**config.mk**
```make
export PLATFORM = sky130hd
export DESIGN_NAME = regfile_dump
export DESIGN_NICKNAME = d
export VERILOG_FILES = /design/src/rtl/regfile_dump.sv
export SDC_FILE = /design/constraint.sdc
export NUM_CORES = 1
export LEC_CHECK = 0
export CAP_MARGIN = 0
export CELL_PAD_IN_SITES_DETAIL_PLACEMENT = 1
export CELL_PAD_IN_SITES_GLOBAL_PLACEMENT = 1
export CORE_MARGIN = 2
export CORE_UTILIZATION = 29
export CTS_CLUSTER_DIAMETER = 120
export DETAILED_ROUTE_END_ITERATION = 8
export MAX_ROUTING_LAYER = met4
export PLACE_DENSITY = 0.81
export SYNTH_ARGS = -nofsm -noshare
export SYNTH_HDL_FRONTEND = slang
export SYNTH_SLANG_ARGS = --single-unit
```
**constraint.sdc**
```tcl
create_clock -name CLK -period 3.4 [get_ports CLK]
set_clock_uncertainty 0.1 [all_clocks]
set_input_delay 0.68 -clock CLK [delete_from_list [all_inputs] [get_ports CLK]]
set_output_delay 0.68 -clock CLK [all_outputs]
set_load 0.005 [all_outputs]
```
**src/rtl/regfile_dump.sv**
```systemverilog
// Streams a contiguous range of register-file words out over a valid/ready port.
// Read-only: it drives the read-port address and captures the returned data.
module regfile_dump #(
    parameter int NUM_REGS   = 8,
    parameter int DATA_WIDTH = 8,
    parameter int ADDR_WIDTH = 4
) (
    input  logic                  CLK,
    input  logic                  nReset,
    input  logic                  Start,
    input  logic                  Abort,
    input  logic [ADDR_WIDTH-1:0] FirstAddress,
    input  logic [ADDR_WIDTH-1:0] LastAddress,
    output logic [ADDR_WIDTH-1:0] ReadAddress,
    input  logic [DATA_WIDTH-1:0] ReadData,
    output logic                  OutValid,
    input  logic                  OutReady,
    output logic [DATA_WIDTH-1:0] OutData,
    output logic [ADDR_WIDTH-1:0] OutAddress,
    output logic                  Busy,
    output logic                  Done,
    output logic                  Error
);

    typedef enum logic [1:0] {
        IDLE = 2'd0,
        READ = 2'd1,
        HOLD = 2'd2,
        DONE = 2'd3
    } state_t;

    // One extra bit so NUM_REGS == 2**ADDR_WIDTH is still representable.
    localparam logic [ADDR_WIDTH:0]   REG_LIMIT = (ADDR_WIDTH+1)'(NUM_REGS);
    localparam logic [ADDR_WIDTH-1:0] ADDR_ONE  = ADDR_WIDTH'(1);

    state_t                state;
    state_t                state_nxt;
    logic [ADDR_WIDTH-1:0] last_addr;
    logic                  range_ok;
    logic                  start_ok;
    logic                  start_bad;
    logic                  handshake;
    logic                  at_last;

    function automatic logic range_valid(input logic [ADDR_WIDTH-1:0] first,
                                         input logic [ADDR_WIDTH-1:0] last);
        return (first <= last) && ({1'b0, last} < REG_LIMIT);
    endfunction

    assign range_ok  = range_valid(FirstAddress, LastAddress);
    assign start_ok  = (state == IDLE) && Start && range_ok;
    assign start_bad = (state == IDLE) && Start && !range_ok;
    assign handshake = OutValid && OutReady;
    assign at_last   = (ReadAddress == last_addr);

    always_ff @(posedge CLK) begin
        if (!nReset) begin
            state <= IDLE;
        end else begin
            state <= state_nxt;
        end
    end

    // Abort wins over a same-cycle handshake; the beat is still consumed.
    always_comb begin
        state_nxt = state;
        case (state)
            IDLE: begin
                if (start_ok) begin
                    state_nxt = READ;
                end
            end
            READ: begin
                state_nxt = Abort ? IDLE : HOLD;
            end
            HOLD: begin
                if (Abort) begin
                    state_nxt = IDLE;
                end else if (handshake) begin
                    state_nxt = at_last ? DONE : READ;
                end
            end
            DONE: begin
                state_nxt = IDLE;
            end
            default: begin
                state_nxt = IDLE;
            end
        endcase
    end

    always_comb begin
        OutValid = (state == HOLD);
        Busy     = (state != IDLE);
        Done     = (state == DONE);
    end

    always_ff @(posedge CLK) begin
        if (!nReset) begin
            ReadAddress <= '0;
            last_addr   <= '0;
            OutData     <= '0;
            OutAddress  <= '0;
            Error       <= 1'b0;
        end else begin
            Error <= start_bad;
            if (start_ok) begin
                ReadAddress <= FirstAddress;
                last_addr   <= LastAddress;
            end
            if ((state == READ) && !Abort) begin
                OutData    <= ReadData;
                OutAddress <= ReadAddress;
            end
            // Never step past the latched end of the range.
            if ((state == HOLD) && handshake && !Abort && !at_last) begin
                ReadAddress <= ReadAddress + ADDR_ONE;
            end
        end
    end

endmodule
```
==> Word-level counts from Yosys, hierarchy flattened <==
Index checks and enable logic that the tools add are counted.
{ "totals": {"register_bits": 23, "input_bits": 21, "output_inout_bits": 20, "wordCells": 39} }
{ "classes": {"add_sub_neg": 1, "n_lt_le_gt_ge": 2, "eq_ne": 6, "n_mux": 8, "reduce_logical": 16} }
{ "op_table": {"columns": ["cell", "n"], "rows": [
  ["$mux 2", 5],
  ["$logic_and 1x1->1", 9],
  ["$mux 4", 2],
  ["$pmux 2 s4", 1],
  ["$add 4x1->4 const B", 1],
  ["$eq 2x2->1 const B", 2],
  ["$eq 4x4->1", 1],
  ["$le 4x4->1", 1],
  ["$lt 4x4->1 const B", 1],
  ["$reduce_bool 2->1", 2],
  ["$logic_not 1->1", 3],
  ["$ne 3x2->1 const B", 1],
  ["$eq 2x1->1 const B", 1],
  ["$logic_not 2->1", 1],
  ["$ne 2x2->1 const B", 1],
  ["$reduce_and 2->1", 1]
]} }

==> Longest topological paths before layout <==
Gate-level depths: netlist (run 1).
{ "depth": {"ltp_word": 6, "ltp_mapped": 8, "ltp_nobuf": 7} }

==> Worst setup path after synthesis (run 1) <==
Ideal clock, no wire load.
{ "synth_path": {"path_kind": "input to register", "from": "in LastAddress[3]", "to": "reg ReadAddress[1]", "setup_ns": 0.132, "arrival_ns": 1.873, "required_ns": 3.168, "path_slack_ns": 1.295, "stages": 8, "n_path_buf": 1, "path_cell_list": "inv_1 > ha_1 > nand2_1 > o21bai_1 > a31oi_2 > buf_6 > mux2i_1 > a21oi_1"} }
{ "synth_between": {"elab_chain_cells": 4, "elab_cells_between_ends": 5, "classes_between": "2 x order compare; 3 x reduce/logical"} }
{ "synth_lines": {"columns": ["item", "line", "text"], "rows": [
  ["start, declared", "13", "input logic [ADDR_WIDTH-1:0] LastAddress,"],
  ["$le 4x4->1 / $lt 4x4->1 (equally long branches)", "47", "return (first <= last) && ({1'b0, last} < REG_LIMIT);"],
  ["$logic_and 1x1->1 (*)", "47", null],
  ["$logic_and 1x1->1 (*)", "51", "assign start_ok = (state == IDLE) && Start && range_ok;"],
  ["$reduce_bool 2->1 (no line) (*)", null, null],
  ["end signal, assigned", "108", "ReadAddress <= FirstAddress;"],
  ["end signal, assigned", "117", "ReadAddress <= ReadAddress + ADDR_ONE;"],
  ["end, declared", "14", "output logic [ADDR_WIDTH-1:0] ReadAddress,"]
]} }
Every way passes the cells marked *; elsewhere a longest branch is shown, timed or not.
A chain may end at the register's enable or synchronous reset.

==> Final worst setup path (run 1) <==
{ "layout_path": {"from": "in LastAddress[3]", "to": "reg ReadAddress[0]"} }
The elaborated chain is that of the path after synthesis.

==> Flow_metrics.wiki, run 1 <==
{| class="wikitable"
! Metric !! Value
|-
| Max clock buf depth || 2
|-
| Share of layout cells above drive strength 1 || around 5.8%
|-
| Hold/Removal Path Class || reg2reg
|-
| Global router's overall resource usage || around 15%
|-
| Final Total Pwr || roughly 0.55 mW
|-
| Worst-path cell with the longest stage delay || sky130_fd_sc_hd__a31oi_2
|-
| Count of clock tree sinks || 23
|-
| Kind of end point of the critical path || register
|-
| Relative max-transition margin || between 50% and 60%
|-
| Filler-free cell count of the finished design || 204
|-
| Average wire per standard cell || around 14 um
|-
| HPWL after detailed placement || approximately 2.2 mm
|-
| TNS Setup || 0 ns
|-
| Total CTS buffers || 3
|-
| Total count of hold-check failures in the final report || 0
|-
| Number of inserted diodes || 0
|-
| Synthesis warning total || 0
|-
| Number of violations reported at the end of detailed-routing iteration 0 || 7
|-
| Final Critical Period || 2.90 ns
|-
| Post-synthesis instance area || ~1100 um2
|-
| VDD IR max || between 0.1 and 0.15 mV
|-
| Clock H-tree levels || 1
|-
| Worst-path maximum fanout || 12
|-
| Number of cells produced by synthesis || between 100 and 150
|-
| Dominant combinational cell family by area after synthesis || simple AND/OR/NAND/NOR gates
|-
| Result of the run || finished, final reports clean
|-
| Number of nets at the end of the flow || 183
|-
| Avg Cell Area, Syn || approximately 9.6 um2
|-
| Initial antenna violation count || 0
|-
| Number of ports placed on the die boundary || 41
|-
| Most common cell after layout, fill and taps aside || sky130_fd_sc_hd__clkdlybuf4s50_1
|-
| Compound-Gate Fraction of Synth Area || roughly 9.1%
|-
| Standby leakage power || roughly 0.64 nW
|-
| Die footprint || roughly 4300 um2
|-
| Maximum number of pins on one net before global-route repair || 21
|-
| Placed cell count || 200
|-
| Fillers || 428
|-
| Antenna-violating nets left || 0
|-
| Net count of the mapped netlist || ~140
|-
| Post-CTS Hold Fix Bufs || 0
|-
| Post_cts resized || 0
|-
| Core region area || between 3000 and 4000 um2
|-
| Post-layout utilization of the core || a little over two fifths
|-
| Predominant post-synthesis flop cell || sky130_fd_sc_hd__dfxtp_1
|-
| TritonCTS clock tree || built
|-
| Worst Setup Start Kind || input port
|-
| Sequential share of the synthesized area || a little over two fifths
|-
| Via count || 969
|-
| DRC violation count after routing || 0
|-
| Number of vias per cell after detailed routing || 4.75
|-
| Source-to-sink clock delay at the later pin of the worst-skew pair || ~0.27 ns
|-
| Site Rows || 22
|-
| Number of iterations in the first detailed-routing pass || 4
|-
| Final weighted congestion in routability-driven placement || about 0.78
|-
| Effective utilization at floorplan || 30.1%
|-
| Area share of and/or/nand/nor cells after synthesis || a little under a fifth
|-
| Largest delay contributor family on the critical path || compound AO/OA/AOI/OAI gates
|-
| Die Y || between 60 and 70 um
|-
| Number of max-slew violations in the final report || 0
|-
| Count of cell types in the netlist || 31
|-
| Flops & latches, synth || 23
|-
| Number of max-cap violations || 0
|-
| Fraction of synthesis flops using an asynchronous set or reset pin || 0%
|-
| Setup Crit Path Kind || in2reg
|-
| First-pass GRT wire length || around 4.7 mm
|-
| Root Driver || sky130_fd_sc_hd__clkbuf_8
|-
| Synth Area in Adders || under 10%
|-
| Growth of design area from synthesis to finish || 44.4%
|-
| Achievable frequency || about 350 MHz
|-
| Number of setup violations in the final report || 0
|-
| Commonest non-fill, non-tap cells in the layout || 40 x sky130_fd_sc_hd__clkdlybuf4s50_1, 23 x sky130_fd_sc_hd__dfxtp_1, 18 x sky130_fd_sc_hd__nor2_1, 18 x sky130_fd_sc_hd__mux2i_1, 9 x sky130_fd_sc_hd__inv_1
|-
| RSZ-0062 raised after global routing || no
|-
| Total wire length || 2.77 mm
|-
| Overflow after GRT || 0
|-
| Post-CTS setup buffers || 0
|-
| Worst endpoint data arrival time || between 2 and 3 ns
|-
| Synthesized-area fraction occupied by xor and xnor cells || between 3 and 4%
|-
| Die Span X || 65.7 um
|-
| Post-route design area || ~1600 um2
|-
| Max incr delay on CP || between 0.6 and 0.7 ns
|-
| Tightest Pin Transition || between 0.6 and 0.7 ns
|-
| Cell chain of the critical path || clkdlybuf4s50_1 -> inv_1 -> ha_1 -> nand2_1 -> o21bai_1 -> a31oi_2 -> nor2_1 -> o31a_1
|-
| Final period util || between 80% and 90%
|-
| Placed inst area || between 1500 and 2000 um2
|-
| Mux contribution to synthesized area || between 10% and 20%
|-
| CP Buf/Inv Count || 2
|-
| Pwr/cell area || around 350 nW/um2
|-
| Critical path required time || 3.46 ns
|-
| Vias in the first global route || around 980
|-
| Clock slew seen by the registers of the worst setup and hold paths || around 0.080 ns
|-
| Post-synth EDFFs || 0
|-
| Count of input and output buffers || 40
|}
cell usage after synthesis, types with 3 or more instances:
cell type / count / area (um2)
sky130_fd_sc_hd__nor2b_1: 3 / 18.8
sky130_fd_sc_hd__mux2i_1: 18 / 180
sky130_fd_sc_hd__nor2_1: 18 / 67.6
sky130_fd_sc_hd__xnor2_1: 4 / 35.0
sky130_fd_sc_hd__nand2_1: 5 / 18.8
sky130_fd_sc_hd__ha_1: 5 / 62.6
sky130_fd_sc_hd__inv_1: 9 / 33.8
sky130_fd_sc_hd__dfxtp_1: 23 / 460
cell type report:
type	count	area [um2]	share of cell area, %
well taps	48	60.1	3.77
clock buffers	3	41.3	2.59
clock inverters	1	5.00	0.314
repair buffers	41	408	25.6
multi-input cells	79	586	36.7
inverters	9	33.8	2.12
flip-flops and latches	23	460	28.9
state kept, by name (all words and copies together) (netlist names):
name,flops
Error,1
OutAddress,4
last_addr,4
state,2
ReadAddress,4
OutData,8
worst reg2reg max path: stages (launching register included):
cell,delay [ns]
sky130_fd_sc_hd__dfxtp_1,0.35
sky130_fd_sc_hd__or3b_4,0.43
sky130_fd_sc_hd__nor4_4,0.26
sky130_fd_sc_hd__a31oi_2,0.17
sky130_fd_sc_hd__and3_1,0.30
sky130_fd_sc_hd__o31a_1,0.23
per-stage QoR:
stage / hold slack [ns] / worst slack, ns
global placement: 0.374 / 0.389
floorplan: 0.360 / 1.29
detailed placement: 0.383 / 0.237
CTS: 0.404 / 0.518
finish: 0.397 / 0.503
global route: 0.443 / 0.373
layer usage:
layer  vias to the layer above  wire length, um  global-route usage (%)
met3                         4               55                    1.54
met1                       471             1210                    16.9
met5                         -                0                       -
met2                        15             1460                    25.3
met4                         0               47                    6.25
li1                        479                -                       -
worst paths after layout:
path                            slack, ns            from              to  cells past startpoint
worst max register to register       1.45        state[0]  ReadAddress[0]                      5
worst max-delay path                 0.50  LastAddress[3]  ReadAddress[0]                      8
worst min-delay path                 0.40   OutAddress[0]   OutAddress[0]                      2
worst min register to register       0.40   OutAddress[0]   OutAddress[0]                      2
report_power, final:
part / internal [mW] / switching, mW
logic: 0.0550 / 0.0413
registers: 0.277 / 0.00852
clock network: 0.0820 / 0.0890
kinds of logic (layout without fill, tap and decap cells):
family / count (synthesis) / count (layout)
adders and majority gates: 5 / 5
xor gates and xnor gates: 4 / 4
and+or+nand+nor: 39 / 39
buffers and inverters: 13 / 54
muxes: 18 / 18
DFF: 23 / 23
AOI/OAI and AO/OA: 13 / 13
No activity file was read; power rests on OpenSTA's default activity.
==> run 2, diff against run 1 <==
--- a/config.mk
+++ b/config.mk
@@ -5,6 +5,7 @@
 export SDC_FILE = /design/constraint.sdc
 export NUM_CORES = 1
 export LEC_CHECK = 0
+export ABC_AREA = 1
 export CAP_MARGIN = 0
 export CELL_PAD_IN_SITES_DETAIL_PLACEMENT = 1
 export CELL_PAD_IN_SITES_GLOBAL_PLACEMENT = 1
@@ -13,7 +14,7 @@
 export CTS_CLUSTER_DIAMETER = 120
 export DETAILED_ROUTE_END_ITERATION = 8
 export MAX_ROUTING_LAYER = met4
-export PLACE_DENSITY = 0.81
+export PLACE_DENSITY = 0.84
 export SYNTH_ARGS = -nofsm -noshare
 export SYNTH_HDL_FRONTEND = slang
 export SYNTH_SLANG_ARGS = --single-unit
==> run 2 against run 1 <==
  * Highest routed layer unchanged
  * Die area grew 7.7%
  * Sequential share of layout area shrank 1.2 points
  * Largest cell class unchanged
  * Register-to-register slack improved by 0.33 ns
  * Largest power group is now combinational logic
  * Routed wire length grew 6.0%
==> Flow_metrics.wiki, run 2 <==
{| class="wikitable"
! Metric !! Value
|-
| Combinational fraction of design power || 43.3% (+26 points)
|-
| Worst endpoint data arrival time || 2.49 ns (-0.47 ns)
|-
| Initial antenna violation count || 0 (unchanged)
|-
| Switching Power || 0.340 mW (+150%)
|-
| Post_cts resized || 0 (unchanged)
|-
| Result of the run || finished, final reports clean
|-
| Number of max-cap violations || 0 (unchanged)
|-
| Root Driver || sky130_fd_sc_hd__clkbuf_8
|-
| Total count of hold-check failures in the final report || 0 (unchanged)
|-
| Post-synthesis instance area || 1190 um2 (+8.2%)
|-
| Antenna-violating nets left || 0 (unchanged)
|-
| Post-Place Worst Slack || 0.675 ns (+0.439 ns)
|-
| TNS Setup || 0 ns (unchanged)
|-
| Clock H-tree levels || 1 (unchanged)
|-
| Most frequent CP cell || sky130_fd_sc_hd__nand2_1
|-
| Die Y || 68.2 um (+3.8%)
|-
| Hold/Removal Path Class || reg2reg
|-
| Worst-path cell with the longest stage delay || sky130_fd_sc_hd__clkdlybuf4s50_1
|-
| Final Critical Period || 2.43 ns (-0.465 ns)
|-
| Share of layout cells above drive strength 1 || 7.51% (+1.7 points)
|-
| CP Buf/Inv Count || 3 (+1)
|-
| Number of iterations in the first detailed-routing pass || 4 (unchanged)
|-
| Flip-flop count of the largest register after layout || 8 (unchanged)
|-
| Standby leakage power || 0.739 nW (+16%)
|-
| Ranking of synthesized cells by area || sky130_fd_sc_hd__dfxtp_1 39%, sky130_fd_sc_hd__nand2_1 11%, sky130_fd_sc_hd__inv_1 11%
|-
| Placed inst area || 1620 um2 (+4.6%)
|-
| Source-to-sink clock delay at the later pin of the worst-skew pair || 0.26 ns (about the same)
|-
| VDD IR max || 0.163 mV (+15%)
|-
| Achievable frequency || 411 MHz (+19%)
|-
| RSZ-0062 raised after global routing || no
|-
| Kind of end point of the critical path || register
|-
| Die footprint || 4650 um2 (+7.7%)
|-
| Max incr delay on CP || 0.46 ns (-0.15 ns)
|-
| Post-CTS Hold Fix Bufs || 0 (unchanged)
|-
| Final period util || 71.5% (-14 points)
|-
| Avg Cell Area, Syn || 6.78 um2 (-29%)
|-
| Fillers || 512 (+20%)
|-
| Pwr/cell area || 584 nW/um2 (+68%)
|-
| Via count || 1,190 (+23%)
|-
| Worst Setup Start Kind || input port
|-
| Net switching share of the total power || 35.0% (+9.9 points)
|-
| Tightest Pin Transition || 0.748 ns (+0.0533 ns)
|-
| Flops & latches, synth || 23 (unchanged)
|-
| Final weighted congestion in routability-driven placement || 0.729 (-6.0%)
|-
| Net count of the mapped netlist || 202 (+43%)
|-
| Post-layout utilization of the core || 41.9% (-1.6 points)
|-
| Number of ports placed on the die boundary || 41 (unchanged)
|-
| Synth area leader || sky130_fd_sc_hd__dfxtp_1
|-
| Post-CTS setup buffers || 0 (unchanged)
|-
| Global router's overall resource usage || 14.1% (-0.47 points)
|-
| Register name with the most flops || OutData
|-
| Die Span X || 68.2 um (+3.8%)
|-
| Maximum number of pins on one net before global-route repair || 26 (+24%)
|-
| Relative max-transition margin || 50.1% (-3.4 points)
|-
| Portion of total power attributed to the clock network || 17.5% (-13 points)
|-
| HPWL after detailed placement || 2.25 mm (+2.7%)
|-
| Count of cell types in the netlist || 22 (-29%)
|-
| Count of input and output buffers || 40 (unchanged)
|-
| Number of inserted diodes || 0 (unchanged)
|-
| First-pass GRT wire length || 4.73 mm (+1.6%)
|-
| Cell chain of the critical path || clkdlybuf4s50_1 -> inv_1 -> ha_1 -> a21oi_1 -> nand2_1 -> nand2_1 -> nand3_2 -> nand2_1 -> inv_1 -> nor2_1 -> nor2_1
|-
| Leading post-synthesis cells by instance count || 35 x sky130_fd_sc_hd__nand2_1, 34 x sky130_fd_sc_hd__inv_1, 23 x sky130_fd_sc_hd__dfxtp_1
|-
| Number of cells produced by synthesis || 176 (+53%)
|-
| Top-count cell post-synth || sky130_fd_sc_hd__nand2_1
|-
| Number of nets at the end of the flow || 240 (+31%)
|-
| Number of violations reported at the end of detailed-routing iteration 0 || 27 (+20)
|-
| Core region area || 3970 um2 (+8.5%)
|-
| DRC violation count after routing || 0 (unchanged)
|-
| Final critical-path setup slack || 0.968 ns (+0.465 ns)
|-
| Area of the multi-input gates || 549 um2 (-6.2%)
|-
| Internal power || 0.632 mW (+53%)
|-
| Sequential Power Share || 39.2% (-13 points)
|-
| Sequential share of the synthesized area || 38.6% (-3.1 points)
|-
| Clock slew seen by the registers of the worst setup and hold paths || 0.08 ns (about the same)
|-
| Synthesis warning total || 0 (unchanged)
|-
| Post-synth EDFFs || 0 (unchanged)
|-
| Total CTS buffers || 3 (unchanged)
|-
| Largest delay contributor family on the critical path || simple AND/OR/NAND/NOR gates
|-
| Growth of design area from synthesis to finish || 39.4%
|-
| Predominant post-synthesis flop cell || sky130_fd_sc_hd__dfxtp_1
|-
| Fraction of synthesis flops using an asynchronous set or reset pin || 0% (unchanged)
|-
| Critical path required time || 3.46 ns (about the same)
|-
| Max clock buf depth || 2 (unchanged)
|-
| Number of vias per cell after detailed routing || 4.52 (-4.7%)
|-
| Average wire per standard cell || 11.1 um (-18%)
|-
| Number of setup violations in the final report || 0 (unchanged)
|-
| Count of clock tree sinks || 23 (unchanged)
|-
| Worst-path maximum fanout || 14 (+2)
|-
| Number of max-slew violations in the final report || 0 (unchanged)
|-
| Total wire length || 2.93 mm (+6.0%)
|-
| FF+latch area || 460 um2 (unchanged)
|-
| Placed cell count || 259 (+30%)
|-
| Post-route design area || 1660 um2 (+4.4%)
|-
| Overflow after GRT || 0 (unchanged)
|-
| Vias in the first global route || 1,126 (+14%)
|-
| Commonest non-fill, non-tap cells in the layout || 40 x sky130_fd_sc_hd__clkdlybuf4s50_1, 35 x sky130_fd_sc_hd__nand2_1, 34 x sky130_fd_sc_hd__inv_1
|-
| Site Rows || 23 (+4.5%)
|-
| Setup Crit Path Kind || in2reg
|-
| Filler-free cell count of the finished design || 263 (+29%)
|-
| TritonCTS clock tree || built
|-
| Top-area cell type share of the netlist area || 38.6% (-3.1 points)
|-
| Most common cell after layout, fill and taps aside || sky130_fd_sc_hd__clkdlybuf4s50_1
|-
| Effective utilization at floorplan || 30.1% (-0.087 points)
|}
-- run 2: cell types whose count changed after synthesis, sizes merged, moves of 7 or more --
cell,previous run,this run
mux2i,18,0
a21oi,2,18
nand3,1,12
nor2,18,11
o21ai,1,18
nand2,5,38
inv,9,39
-- run 2: final cells by class --
cell class | count | area share [%]
multi-input combinational | 107 | 33.0
sequential | 23 | 27.7
timing repair buffer | 40 | 24.1
inverter | 39 | 8.80
tap | 50 | 3.76
clock buffer | 4 | 2.71
-- run 2: worst paths after layout --
kind	slack, ns	startpoint	depth (start not counted)	endpoint
worst max-delay path	0.97	LastAddress[3]	11	ReadAddress[2]
worst min-delay path	0.35	OutAddress[1]	2	OutAddress[1]
worst max register to register	1.78	state[0]	4	OutData[0]
worst min register to register	0.35	OutAddress[1]	2	OutAddress[1]
-- run 2: cell families after synthesis --
kind of cell	count (synthesis)	share of synthesized area (%)
compound gates	37	16.0
xor+xnor	2	1.47
fa+ha+maj	5	5.24
buf+inv	46	15.4
flops	23	38.6
simple gates	63	23.3
-- run 2: layer usage --
layer	vias to the layer above	wire (um)	part of all wire [%]	GRT usage, %
met4	0	41	1.4	6.75
met5	-	0	0	-
li1	620	-	-	-
met3	4	231	7.9	2.30
met2	36	1340	46	24.5
met1	530	1310	45	15.5
-- run 2: worst min-delay path, delay by kind of cell (launching register included) --
family                 cells  cell delay [ns]
buffers and inverters      1             0.04
AOI/OAI and AO/OA          1             0.05
DFF                        1             0.31
-- run 2: through the flow --
stage | hold WS, ns | power [mW]
2_1_floorplan | 0.340 | 0.620
3_3_place_gp | 0.332 | 0.802
3_5_place_dp | 0.337 | 0.815
4_1_cts | 0.350 | 0.993
5_1_grt | 0.371 | 1.07
6_report | 0.349 | 0.972
-- run 2: power groups by stage --
stage	sequential (mW)	combinational, mW	clock, mW
after floorplan	0.388	0.232	0
after global placement	0.387	0.415	0
after detailed placement	0.390	0.426	0
after CTS	0.383	0.431	0.179
after global routing	0.392	0.486	0.189
final	0.381	0.421	0.170
